`config.mk`:
```
export PLATFORM = sky130hd
export DESIGN_NAME = ecc_s1d_encoder_pipe
export DESIGN_NICKNAME = d
export VERILOG_FILES = /design/src/rtl/ecc_s1d_encoder_pipe.sv
export SDC_FILE = /design/constraint.sdc
export NUM_CORES = 1
export LEC_CHECK = 0
export BUFFER_PORTS_ARGS = -buffer_cell sky130_fd_sc_hd__clkbuf_2
export CAP_MARGIN = 10
export CORE_ASPECT_RATIO = 0.8
export CORE_UTILIZATION = 50
export CTS_CLUSTER_DIAMETER = 30
export DETAILED_ROUTE_END_ITERATION = 12
export GPL_TIMING_DRIVEN = 0
export PLACE_DENSITY = 0.75
export SETUP_SLACK_MARGIN = 0.05
export SYNTH_ARGS = -nofsm -noshare
export SYNTH_HDL_FRONTEND = slang
export SYNTH_SLANG_ARGS = --single-unit
```
`constraint.sdc`:
```
create_clock -name clk -period 2.36 [get_ports clk]
set_input_delay 0.472 -clock clk [delete_from_list [all_inputs] [get_ports clk]]
set_output_delay 0.472 -clock clk [all_outputs]
set_load 0.1 [all_outputs]
```
`src/rtl/ecc_s1d_encoder_pipe.sv`:
```
// SEC write-path encoder: 32-bit data -> 38-bit Hamming codeword, two registered stages.
// Optional single-bit error injection is compiled in with `define ECC_ERR_INJ_EN.
module ecc_s1d_encoder_pipe #(
    parameter int CNT_W = 16
) (
    input  logic             clk,
    input  logic             rst_n,
    input  logic             di_vld,
    output logic             di_rdy,
    input  logic [31:0]      di,
    output logic             do_vld,
    input  logic             do_rdy,
    output logic [37:0]      dout,
    output logic [CNT_W-1:0] enc_cnt
`ifdef ECC_ERR_INJ_EN
    ,
    input  logic             inj_arm,
    input  logic [5:0]       inj_pos,
    output logic             inj_done
`endif
);

    // Handshake: a word moves on a side only in a cycle where vld & rdy are both 1 at the
    // rising edge; a producer holds vld and data stable until then, and rdy may depend on
    // nothing but the downstream rdy and internal state.
    logic        s1_vld;
    logic [31:0] s1_d;
    logic        s1_en;
    logic        s2_en;
    logic [5:0]  p;
    logic [37:0] cw;
    logic [37:0] flip;

    assign s2_en  = !do_vld || do_rdy;
    assign s1_en  = !s1_vld || s2_en;
    assign di_rdy = s1_en;

    always_comb begin
        p[0] = ^{s1_d[0], s1_d[1], s1_d[3], s1_d[4], s1_d[6], s1_d[8], s1_d[10],
                 s1_d[12], s1_d[14], s1_d[17], s1_d[19], s1_d[24], s1_d[28]};
        p[1] = ^{s1_d[0], s1_d[2], s1_d[3], s1_d[5], s1_d[6], s1_d[9], s1_d[11],
                 s1_d[12], s1_d[15], s1_d[18], s1_d[20], s1_d[22], s1_d[25], s1_d[29]};
        p[2] = ^{s1_d[1], s1_d[2], s1_d[3], s1_d[7], s1_d[8], s1_d[9], s1_d[13],
                 s1_d[14], s1_d[15], s1_d[21], s1_d[22], s1_d[26], s1_d[30]};
        p[3] = ^{s1_d[9:4], s1_d[18:16], s1_d[26:23], s1_d[31]};
        p[4] = ^{s1_d[18:10], s1_d[31:27]};
        p[5] = ^s1_d[31:19];
    end

    // Check bits sit at C0,C1,C3,C7,C14,C24; data fills the remaining positions in order.
    assign cw = {s1_d[31:19], p[5], s1_d[18:10], p[4], s1_d[9:4], p[3],
                 s1_d[3:1], p[2], s1_d[0], p[1], p[0]};

`ifdef ECC_ERR_INJ_EN
    logic       armed;
    logic [5:0] pos_q;
    logic       s1_tag;
    logic       tag_new;
    logic       load2;

    assign load2   = s1_vld && s2_en;
    assign tag_new = di_vld && s1_en && (inj_arm || (armed && !s1_tag));
    assign flip    = (s1_tag && pos_q < 6'd38) ? (38'(1) << pos_q) : 38'd0;

    always_ff @(posedge clk or negedge rst_n) begin
        if (!rst_n) begin
            armed    <= 1'b0;
            pos_q    <= 6'd0;
            s1_tag   <= 1'b0;
            inj_done <= 1'b0;
        end else begin
            if (inj_arm) begin
                armed <= 1'b1;
                pos_q <= inj_pos;
            end else if (load2 && s1_tag) begin
                armed <= 1'b0;
            end
            if (s1_en) s1_tag <= tag_new;
            inj_done <= load2 && s1_tag;
        end
    end
`else
    assign flip = 38'd0;
`endif

    always_ff @(posedge clk or negedge rst_n) begin
        if (!rst_n) begin
            s1_vld  <= 1'b0;
            s1_d    <= 32'd0;
            do_vld  <= 1'b0;
            dout    <= 38'd0;
            enc_cnt <= '0;
        end else begin
            if (s1_en) begin
                s1_vld <= di_vld;
                if (di_vld) s1_d <= di;
            end
            if (s2_en) begin
                do_vld <= s1_vld;
                if (s1_vld) dout <= cw ^ flip;
            end
            if (do_vld && do_rdy) enc_cnt <= enc_cnt + CNT_W'(1);
        end
    end

endmodule

```
==> impl_metrics.csv <==
group,metric,value,unit
grt,grt_pass1_vias,2359,
timing,max_slew_margin,44.5,%
synthesis,synth_mux_area_share,18.9,%
grt,grt-busiest-layer,"met2",
clock_tree,clock_latency,0.35,ns
timing,finalSetupViolations,0,
clock_tree,cts_sinks,88,
timing,fin_ws,0.358,ns
clock_tree,cts_root_buf,"clkbuf_8",
timing,timing.final.hold_violations,0,
setup_path,endpoint,"di_rdy",
drt,antenna_left,0,
cells_and_area,regArea,0.00221,mm²
clock_tree,htree_levels,3,
placed_design,place.gp.congestion,0.763,
synthesis,synth_compound_area_share,0.638,%
drt,vias,2367,
synthesis,ys_warn_count,0,
clock_tree,post_cts_resize_count,0,
grt,grtUsageTotal,20.1,%
cells_and_area,final.fill_count,642,
clock_tree,clk_pin_slew_worst_paths,0.09,ns
synthesis,netlist_area,0.00392,mm²
cells_and_area,final_cell_area,0.00476,mm²
synthesis,synthCells,263,
cells_and_area,final_cells,476,
clock_tree,cts_buffer_depth,2,
cells_and_area,multi_input_area,0.00169,mm²
floorplan,coreArea,0.00750,mm²
setup_path,crit_slowest_cell,"dfrtp_4",
setup_path,end_kind,"output port",
synthesis,synthXorXnorAreaFrac,18.5,%
synthesis,synth_top_family_by_area,"multiplexers",
floorplan,fp.dieH,81.2,µm
grt,grt_max_degree,46,
grt,grt.met2_usage,30.1,%
grt,use_met1,29.8,%
clock_tree,postCtsSetupRepairBufs,0,
timing,drv_slew,0,
placed_design,post-place-ws,0.416,ns
grt,use_met3,5.08,%
setup_path,r2r.worst_path.cells,4,
drt,viasPerCell,4.97,
synthesis,ys_types,26,
placed_design,placed_cells,460,
timing,skew,0.00960,ns
synthesis,yosys.area_share.adder,0.319,%
setup_path,startpoint,"do_vld$_DFFE_PN0P_",
timing,post-route-period-util,84.8,%
run_status,status,"finished clean",
job,max_cap_violations,0,
setup_path,cp_max_fo,6,
cells_and_area,nets,403,
timing,timing.setup.tns,0,ns
placed_design,io_buffers,91,
floorplan,fp-row-count,28,
grt,gr-total-overflow,0,
drt,dr.pass1.iters,4,
synthesis,syn-num-nets,300,
drt,wire_per_inst,15.7,µm
setup_path,start_kind,"flop",
cells_and_area,diodes,0,
drt,drt_iter0_markers,66,
power_and_ir_drop,leakage,2.27,nW
cells_and_area,synthToLayoutAreaGrowth,21.3,%
clock_tree,cts_tree,"yes",
floorplan,io_pins,92,
power_and_ir_drop,power_density,1390,mW/mm²
setup_path,crit_required,1.89,ns
setup_path,r2r_slack,0.49,ns
drt,drt-total-wl,7.48,mm
floorplan,dieWidth,101,µm
placed_design,dp_hpwl,5.59,mm
hold_path,hp-class,"input pin to async pin",
timing,rsz0062_at_grt,"false",
placed_design,placed_area,0.00455,mm²
setup_path,path_class,"flop to output port",
floorplan,die_area,0.00821,mm²
timing,clock.fmax,500,MHz
synthesis,synthSimpleGateAreaFrac,4.50,%
setup_path,path_cells,"nand3b_1 -> clkbuf_2",
setup_path,slowest_delay,0.51,ns
clock_tree,ctsHoldBuffers,0,
setup_path,timing.rr.end,"dout[1]$_DFFE_PN0P_",
grt,grt_first_pass_wirelength,12.2,mm
floorplan,start_util,52.3,%
synthesis,ys_ff_latch,88,
setup_path,r2r_start,"s1_d[22]$_DFFE_PN0P_",
grt,grt_antenna_before_repair,0,
clock_tree,cts-buffers-inserted,9,
timing,period_minus_slack,2.00,ns
timing,tightest_slew,0.824,ns
cells_and_area,utilization,63.5,%
synthesis,syn_area_per_cell,14.9,µm²
synthesis,synth-seq-area-share,56.1,%
power_and_ir_drop,peakVddDrop,0.812,mV
drt,drc_errors,0,
setup_path,crit_arrival,1.53,ns
cells_and_area,drive_gt1_share,50.1,%
## report_power, final
part           switching, mW  total [mW]  internal, mW
clock                  0.526        1.05         0.522
combinational           2.41        3.45          1.04
sequential             0.293        2.14          1.84
total                   3.23        6.64          3.41
## per-stage QoR
step	hold slack, ns	power, mW
final	0.152	6.64
after global routing	0.188	6.93
after CTS	0.163	6.70
after detailed placement	0.476	5.64
after global placement	0.462	5.58
after floorplan	0.176	5.06
## cells by family after synthesis
family / after synthesis
AOI/OAI and AO/OA: 5
xor gates and xnor gates: 59
adders and majority gates: 1
buffers and inverters: 8
DFF: 88
muxes: 66
and+or+nand+nor: 36
## worst max-delay path: cells and delay by family (launching register included)
kind / cells / cell delay (ns)
buffers and inverters: 1 / 0.49
DFF: 1 / 0.51
and+or+nand+nor: 1 / 0.18
## area by class of cell
| cell class | count | share of cell area, % |
|---|---|---|
| Tap cell | 105 | 2.76 |
| Sequential cell | 88 | 46.3 |
| Timing Repair Buffer | 92 | 10.2 |
| Clock buffer | 10 | 2.89 |
| Buffer | 7 | 0.867 |
| Multi-Input combinational cell | 167 | 35.4 |
| Inverter | 1 | 0.0788 |
| Clock inverter | 6 | 1.45 |
## synthesized netlist by cell type
library cell   n  area, µm²
and2_1         1       6.26
buf_2          6       30.0
clkbuf_1       1       3.75
dfrtp_1       88       2200
ha_1           1       12.5
inv_1          1       3.75
mux2_2        66        743
nand2_1       13       48.8
nand2b_1       3       18.8
nand3_1        5       25.0
nand3b_1       1       7.51
nand4_1        5       31.3
nor2_1         4       15.0
nor2b_1        1       6.26
nor3_1         1       5.00
nor4_1         1       6.26
o21ai_0        3       15.0
o21ai_1        2       10.0
or2_2          1       6.26
xnor2_1       36        315
xnor2_2        1       16.3
xnor3_1       12        270
xnor3_2        1       23.8
xor2_1         7       61.3
xor2_2         1       16.3
xor3_1         1       23.8
## state kept, by name, indices dropped and copies added, names as in the netlist
| register | cells |
|---|---|
| do_vld | 1 |
| dout | 38 |
| enc_cnt | 16 |
| s1_d | 32 |
| s1_vld | 1 |
## cell usage in the layout (no fill, tap or decap), types with 5 or more instances in the layout
master,n
clkbuf_2,90
nand3_1,5
dfrtp_1,87
nand4_1,5
xor2_1,7
clkbuf_8,10
mux2_2,66
xnor2_1,36
nand2_1,12
xnor3_1,12
## routing by layer
| metal | part of all wire (%) | vias to the layer above |
|---|---|---|
| li1 | - | 1108 |
| met4 | 0.70 | 0 |
| met3 | 5.0 | 4 |
| met1 | 49 | 1184 |
| met2 | 45 | 71 |
| met5 | 0 | - |
## worst min path at each step
stage	startpoint	cells after the start	end	slack, ns
6_report	rst_n	1	enc_cnt[3]$_DFFE_PN0P_	0.15
5_1_grt	rst_n	1	enc_cnt[3]$_DFFE_PN0P_	0.19
4_1_cts	rst_n	1	enc_cnt[3]$_DFFE_PN0P_	0.16
3_5_place_dp	enc_cnt[15]$_DFFE_PN0P_	1	enc_cnt[15]$_DFFE_PN0P_	0.48
3_3_place_gp	enc_cnt[15]$_DFFE_PN0P_	1	enc_cnt[15]$_DFFE_PN0P_	0.46
2_1_floorplan	rst_n	0	dout[0]$_DFFE_PN0P_	0.18
(Power assumes the default switching activity.)
